==> config.mk <==
export PLATFORM = sky130hd
export DESIGN_NAME = wwm_turn_ctrl
export DESIGN_NICKNAME = d
export VERILOG_FILES = /design/src/rtl/wwm_turn_ctrl.sv
export SDC_FILE = /design/constraint.sdc
export NUM_CORES = 1
export LEC_CHECK = 0
export ABC_AREA = 1
export CORE_MARGIN = 2
export CORE_UTILIZATION = 30
export DETAILED_ROUTE_END_ITERATION = 8
export PLACE_DENSITY_LB_ADDON = 0.2
export SYNTH_ARGS = -nofsm -noshare
export SYNTH_HDL_FRONTEND = slang
export SYNTH_SLANG_ARGS = --single-unit
==> constraint.sdc <==
create_clock -name clk -period 1.45 [get_ports clk]
set_input_delay 0.145 -clock clk [delete_from_list [all_inputs] [get_ports clk]]
set_output_delay 0.145 -clock clk [all_outputs]
set_load 0.1 [all_outputs]
==> src/rtl/wwm_turn_ctrl.sv <==
// Two-player turn scheduler: alternates turns, launches the active player's shot, scores results.
// Optional macro TURN_TIMER_EN adds a TURN idle timeout that forfeits the turn.
module wwm_turn_ctrl #(
    parameter int unsigned CNT_W          = 27,
    parameter int unsigned FLIGHT_TIMEOUT = 100000000,
    parameter int unsigned RESULT_HOLD    = 50000000,
    parameter int unsigned SCORE_W        = 4,
    parameter int unsigned WIN_SCORE      = 3,
    parameter int unsigned TURN_TIMEOUT   = 500000000
) (
    input  logic               clk,
    input  logic               Reset,
    input  logic               Start,
    input  logic               fire_p1,
    input  logic               fire_p2,
    input  logic [7:0]         vel_p1,
    input  logic [7:0]         vel_p2,
    input  logic               hit,
    input  logic               miss,
    output logic               launch,
    output logic [3:0]         launch_vx,
    output logic [3:0]         launch_vy,
    output logic               active_player,
    output logic [SCORE_W-1:0] score_p1,
    output logic [SCORE_W-1:0] score_p2,
    output logic               winner,
    output logic               game_over,
    output logic               turn_forfeit,
    output logic               q_Idle,
    output logic               q_Turn,
    output logic               q_Launch,
    output logic               q_Flight,
    output logic               q_Result,
    output logic               q_Done
);

    // One-hot encoding so every q_* output is a flop bit.
    typedef enum logic [5:0] {
        StIdle   = 6'b000001,
        StTurn   = 6'b000010,
        StLaunch = 6'b000100,
        StFlight = 6'b001000,
        StResult = 6'b010000,
        StDone   = 6'b100000
    } state_e;

    localparam logic [CNT_W-1:0]   FlightLast = CNT_W'(FLIGHT_TIMEOUT - 1);
    localparam logic [CNT_W-1:0]   ResultLast = CNT_W'(RESULT_HOLD - 1);
    localparam logic [SCORE_W-1:0] WinScore   = SCORE_W'(WIN_SCORE);

    state_e             state_q, state_d;
    logic [CNT_W-1:0]   cnt_q, cnt_d;
    logic [3:0]         vx_q, vx_d, vy_q, vy_d;
    logic               active_q, active_d;
    logic [SCORE_W-1:0] s1_q, s1_d, s2_q, s2_d;
    logic               winner_q, winner_d;
    logic               over_q, over_d;
    logic               fire_ok;
    logic [7:0]         fire_vel;
    logic [SCORE_W-1:0] score_act;

`ifdef TURN_TIMER_EN
    localparam logic [CNT_W-1:0] TurnLast = CNT_W'(TURN_TIMEOUT - 1);
    logic forfeit_q, forfeit_d;
`endif

    assign fire_ok   = active_q ? fire_p2 : fire_p1;
    assign fire_vel  = active_q ? vel_p2 : vel_p1;
    assign score_act = active_q ? s2_q : s1_q;

    always_comb begin
        state_d  = state_q;
        cnt_d    = cnt_q;
        vx_d     = vx_q;
        vy_d     = vy_q;
        active_d = active_q;
        s1_d     = s1_q;
        s2_d     = s2_q;
        winner_d = winner_q;
        over_d   = over_q;
`ifdef TURN_TIMER_EN
        forfeit_d = 1'b0;
`endif
        case (state_q)
            StIdle, StDone: begin
                if (Start) begin
                    state_d  = StTurn;
                    cnt_d    = '0;
                    s1_d     = '0;
                    s2_d     = '0;
                    active_d = 1'b0;
                    over_d   = 1'b0;
                end
            end
            StTurn: begin
                if (fire_ok) begin
                    vx_d    = fire_vel[7:4];
                    vy_d    = fire_vel[3:0];
                    state_d = StLaunch;
`ifdef TURN_TIMER_EN
                end else if (cnt_q == TurnLast) begin
                    forfeit_d = 1'b1;
                    active_d  = ~active_q;
                    cnt_d     = '0;
                end else begin
                    cnt_d = cnt_q + CNT_W'(1);
`endif
                end
            end
            StLaunch: begin
                cnt_d   = '0;
                state_d = StFlight;
            end
            StFlight: begin
                // hit takes precedence over miss and over the timeout
                if (hit || miss || cnt_q == FlightLast) begin
                    state_d = StResult;
                    cnt_d   = '0;
                    if (hit && score_act < WinScore) begin
                        if (active_q) s2_d = s2_q + SCORE_W'(1);
                        else          s1_d = s1_q + SCORE_W'(1);
                    end
                end else begin
                    cnt_d = cnt_q + CNT_W'(1);
                end
            end
            StResult: begin
                if (cnt_q == ResultLast) begin
                    cnt_d = '0;
                    if (score_act == WinScore) begin
                        state_d  = StDone;
                        winner_d = active_q;
                        over_d   = 1'b1;
                    end else begin
                        state_d  = StTurn;
                        active_d = ~active_q;
                    end
                end else begin
                    cnt_d = cnt_q + CNT_W'(1);
                end
            end
            default: state_d = StIdle;
        endcase
    end

    always_ff @(posedge clk or posedge Reset) begin
        if (Reset) begin
            state_q  <= StIdle;
            cnt_q    <= '0;
            vx_q     <= '0;
            vy_q     <= '0;
            active_q <= 1'b0;
            s1_q     <= '0;
            s2_q     <= '0;
            winner_q <= 1'b0;
            over_q   <= 1'b0;
`ifdef TURN_TIMER_EN
            forfeit_q <= 1'b0;
`endif
        end else begin
            state_q  <= state_d;
            cnt_q    <= cnt_d;
            vx_q     <= vx_d;
            vy_q     <= vy_d;
            active_q <= active_d;
            s1_q     <= s1_d;
            s2_q     <= s2_d;
            winner_q <= winner_d;
            over_q   <= over_d;
`ifdef TURN_TIMER_EN
            forfeit_q <= forfeit_d;
`endif
        end
    end

`ifdef TURN_TIMER_EN
    assign turn_forfeit = forfeit_q;
`else
    assign turn_forfeit = 1'b0;
`endif

    assign launch        = state_q[2];
    assign launch_vx     = vx_q;
    assign launch_vy     = vy_q;
    assign active_player = active_q;
    assign score_p1      = s1_q;
    assign score_p2      = s2_q;
    assign winner        = winner_q;
    assign game_over     = over_q;
    assign q_Idle        = state_q[0];
    assign q_Turn        = state_q[1];
    assign q_Launch      = state_q[2];
    assign q_Flight      = state_q[3];
    assign q_Result      = state_q[4];
    assign q_Done        = state_q[5];

endmodule

## After elaboration in Yosys (flattened, before gate mapping)

Cells that the tools add are included.

| cells by class | value |
|---|---|
| add/sub/neg operators | 3 |
| magnitude comparators | 1 |
| equality and inequality tests | 18 |
| mux-type cells | 29 |
| bitwise logic cells | 1 |
| reductions and logical operators | 15 |

Operator list:

| operator | count |
|---|---|
| $pmux W27 S4 | 1 |
| $mux W27 | 3 |
| $mux W4 | 8 |
| $mux W6 | 5 |
| $pmux W6 S5 | 1 |
| $add A27 B1 Y27 const B | 1 |
| $eq A27 B26 Y1 const B | 1 |
| $eq A27 B27 Y1 const B | 1 |
| $ne A2 B2 Y1 const B | 9 |
| $pmux W4 S2 | 2 |
| $reduce_and A4 Y1 | 3 |
| $reduce_and A5 Y1 | 2 |
| $add A4 B1 Y4 const B | 2 |
| $mux W8 | 1 |
| $eq A6 B1 Y1 const B | 1 |
| $eq A6 B2 Y1 const B | 1 |
| $eq A6 B3 Y1 const B | 1 |
| $eq A6 B4 Y1 const B | 1 |
| $eq A6 B5 Y1 const B | 1 |
| $eq A6 B6 Y1 const B | 1 |
| $mux W1 | 6 |
| $eq A4 B2 Y1 const B | 1 |
| $lt A4 B2 Y1 const B | 1 |
| $pmux W1 S2 | 2 |
| 8 further kinds | 11 |

| word-level totals | value |
|---|---|
| register bits | 52 |
| output and inout port bits | 27 |
| word-level logic and storage cells | 76 |

## Logic depth before layout (Yosys ltp)

| logic depth | value |
|---|---|
| word-level depth | 6 |
| gate-level depth with buffers | 12 |
| gate-level depth less buffers | 11 |

## Least setup slack after synthesis

No wires, ideal clock.

| timing | value |
|---|---|
| path kind | register to register |
| from | register active_q, in the netlist active_player |
| to | register s1_q[0], in the netlist score_p1[0] |
| arrival | 2.022 ns |
| required time | 1.328 ns |
| slack | -0.694 ns |
| cell stages (with the launch flop) | 11 |
| path buffers | 1 |
| period minus slack after synthesis | 2.144 ns |
| cell sequence | dfrtp_1 > buf_2 > inv_1 > nand3_1 > nand2_1 > nor2_1 > nand3_1 > o21ai_0 > nand2_1 > nand2_1 > nand2_1 |

| on the way | value |
|---|---|
| word-level cells in the longest chain between the ends | 5 |

Ends and longest elaborated chain:

| element | line | text |
|---|---|---|
| start: declaration | 54 | `logic active_q, active_d;` |
| start signal: assignment | 165 | `active_q <= active_d;` |
| $mux W4 | 69 | `assign score_act = active_q ? s2_q : s1_q;` |
| $lt A4 B2 Y1 | 119 | `if (hit && score_act < WinScore) begin` |
| $logic_and A1 B1 Y1 | 119 |  |
| $ne A2 B2 Y1 (no line) | -- |  |
| $reduce_and A5 Y1 (no line) * | -- |  |
| end signal: assignment | 153 | `s1_q <= '0;` |
| end signal: assignment | 166 | `s1_q <= s1_d;` |
| end: declaration | 55 | `logic [SCORE_W-1:0] s1_q, s1_d, s2_q, s2_d;` |

Mark *: on every way between the ends. The rest lies on a longest branch, timed or not.
A chain may end at the register's enable or synchronous reset.

## Worst setup path in the final report

| timing | value |
|---|---|
| from | register cnt_q[0] |
| to | register cnt_q[21] |

| on the way | value |
|---|---|
| word-level cells in the longest chain between the ends | 4 |

Ends and longest elaborated chain:

| element | line | text |
|---|---|---|
| start: declaration | 52 | `logic [CNT_W-1:0] cnt_q, cnt_d;` |
| start signal: assignment | 162 | `cnt_q <= cnt_d;` |
| parallel branches: the longest is 3 deep, another holds $add A27 B1 Y27 | -- |  |
| $pmux W27 S4 * | 84 | `case (state_q)` |

Every way passes the cells marked *.

==> flow_summary.toml <==
[status]
status = "finished with violations"
failed_checks = "setup timing"

[power]
ir_worst_vdd_mv = 1.303
pwr_density_cell_nw_per_um2 = 1186
p_leak_nw = 2.824
finalPower_mw = 7.065

[die]
die_h_um = 112.1
die_area_um2 = 12560
ios = 50
core_area_um2 = 11420
start_util_pct = 30.68
die_x_um = 112.1
std_cell_rows = 39

[routing]
wire_per_inst_um = 14.21
drtPass1Iterations = 4
vias = 4035
drtIter0Drc = 156
via_per_inst = 4.850
drc = 0
antenna_left = 0
drt-total-wl_mm = 11.82

[critical_path]
rr_worst_depth = 10
cp-start-kind = "register"
reg2reg_to = "cnt_q[21]"
cp_max_fo = 7
critPathRequiredTime_ns = 1.63
r2r_start = "cnt_q[0]"
path_class = "reg -> reg"
arrival_ns = 1.82
setup.worst_path.end_class = "register"
ff2ff_setup_slack_ns = -0.18

[placement]
placed_cell_area_um2 = 5155
dp_cells = 802
dp_slack_ns = -0.6309
routabilityCongestion = 0.8732
portBuffers = 48
hpwl_mm = 8.044

[run]
cap_violations = 0

[synth]
synth_area_um2 = 3503
synth-edff-count = 0
ys_async_sr_fraction_pct = 100.0
synth_area_leader_cell = "dfrtp_1"
synth_fp_nets = 555
synth-main-ff-cell = "dfrtp_1"
ys_types = 34
synth-seq-cells = 52
yosysTopAreaCellShare_pct = 36.43
avgSynthCellArea_um2 = 6.623
syn_inst = 529
yosysSeqAreaShare_pct = 37.18
synth_area_leaders = "dfrtp_1 36%, nand2_1 18%, nand3_1 12%, nor2_1 8.2%, inv_1 5.3%"
ys_warn_count = 0

[global_route]
grt_use_total_pct = 17.73
grt_pass1_wl_mm = 18.47
grt_pass1_vias = 3942
antenna_found_initial = 0
overflow = 0
grt_max_degree = 53

[clock_network]
h-tree-depth = 2
cts_tree = "done"
clock_latency_ns = 0.30
path_clk_slew_ns = 0.07
cts_root_buf = "clkbuf_16"
cts_buffers = 5
clock_sinks = 52
ctsHoldBuffers = 0
cts_buffer_depth = 2

[sta]
fmax_ghz = 0.6117
setup_ws_ns = -0.1847
drv_slew = 0
maxSlewHeadroom_pct = 66.18
finClkSkew_ns = 0.005291
timing_hold_violations_final = 0
setup_viol = 51
hold_ws_ns = 0.2210
fin_crit_sh_pct = 112.7
rsz0062_at_grt = "yes"
tns_ns = -5.015
period_minus_slack_ns = 1.635
tightest_slew_ns = 0.5068

[finish]
area_delta_synth_final_pct = 70.00
finalCoreUtilization_pct = 52.16
ff_latch_area_um2 = 1324
final_nets = 714
final_cell_mix = "154 x nand2_1, 96 x buf_4, 66 x nand3_1"
drive_gt1_share_pct = 40.20
stdcell_area_um2 = 5956
fin_cells = 832
fill_cells = 1081
layout_commonest_cell = "nand2_1"
diodes = 0
multi_input_area_um2 = 2355

[worst_hold_path]
hp-class = "in -> async"
cells in the mapped netlist (2+ instances only):
| cell | count |
|---|---|
| nand2_1 | 172 |
| nand2_4 | 2 |
| buf_2 | 10 |
| a31oi_1 | 8 |
| inv_1 | 49 |
| dfrtp_1 | 51 |
| nand3_2 | 2 |
| nand4_1 | 20 |
| o21ai_2 | 2 |
| xor2_1 | 14 |
| o21ai_0 | 4 |
| clkbuf_1 | 3 |
| nand2_2 | 6 |
| ha_1 | 3 |
| inv_2 | 2 |
| buf_4 | 3 |
| nor2_2 | 5 |
| nand3_1 | 81 |
| nor2_1 | 77 |
worst max path at each step:
stage / startpoint / to / slack [ns] / cells after the start
2_1_floorplan: active_player / score_p2[0] / -0.26 / 12
3_3_place_gp: cnt_q[0] / cnt_q[25] / -0.57 / 8
3_5_place_dp: cnt_q[0] / cnt_q[24] / -0.63 / 8
4_1_cts: cnt_q[0] / cnt_q[20] / -0.17 / 11
5_1_grt: cnt_q[0] / cnt_q[21] / -0.29 / 10
6_report: cnt_q[0] / cnt_q[21] / -0.18 / 10
area by class of cell:
| cell class | instances | area share (%) |
|---|---|---|
| Multi-Input combinational cell | 412 | 39.54 |
| Timing Repair Buffer | 165 | 29.31 |
| Sequential cell | 52 | 22.23 |
| Inverter | 52 | 3.487 |
| Tap cell | 143 | 3.004 |
| Clock buffer | 6 | 2.164 |
| Clock inverter | 2 | 0.2731 |
per-layer routing:
layer  wire length (um)  vias up  track usage [%]
met5                  0        -                0
met4                395        0            4.228
met3                684       29            3.834
met2               5665      107            30.26
met1               5079     1889            23.11
li1                   -     2010                -
sequential cells by signal, summed over array words and instances, names as in the netlist:
register / count
active_player: 1
cnt_q: 27
game_over: 1
launch_vx: 4
launch_vy: 4
score_p1: 4
score_p2: 4
state_q: 6
winner: 1
report_power, final:
group,internal [mW],leakage [nW],total (mW),switching (mW)
Combinational,1.62,2.08,3.99,2.37
Clock,0.647,0.0671,1.24,0.594
Sequential,1.63,0.676,1.83,0.206
Total,3.90,2.82,7.06,3.17
timing repair:
item / in CTS / in global routing
setup buffers: 5 / 13
gates cloned: 1 / 4
hold endpoints to repair: 0 / 0
pin swaps: 13 / 36
setup endpoints to repair: 51 / 51
resized for setup: 38 / 89
kinds of logic after synthesis:
group           share of synthesized area [%]
compound gates                          3.214
fa+ha+maj                               1.072
xor+xnor                                3.750
other cells                            0.1070
simple gates                            46.71
buf+inv                                 7.964
flops                                   37.18
worst max-delay path, stage by stage (launching register included):
cell and delay, ns:
dfrtp_1 0.36, ha_2 0.19, buf_6 0.11, inv_4 0.03
nor2_4 0.08, nand3_2 0.10, nor2_4 0.19, nand2_4 0.11
buf_8 0.16, nand4_1 0.10, nand3_1 0.09
Power figures use the tool's default switching activity.
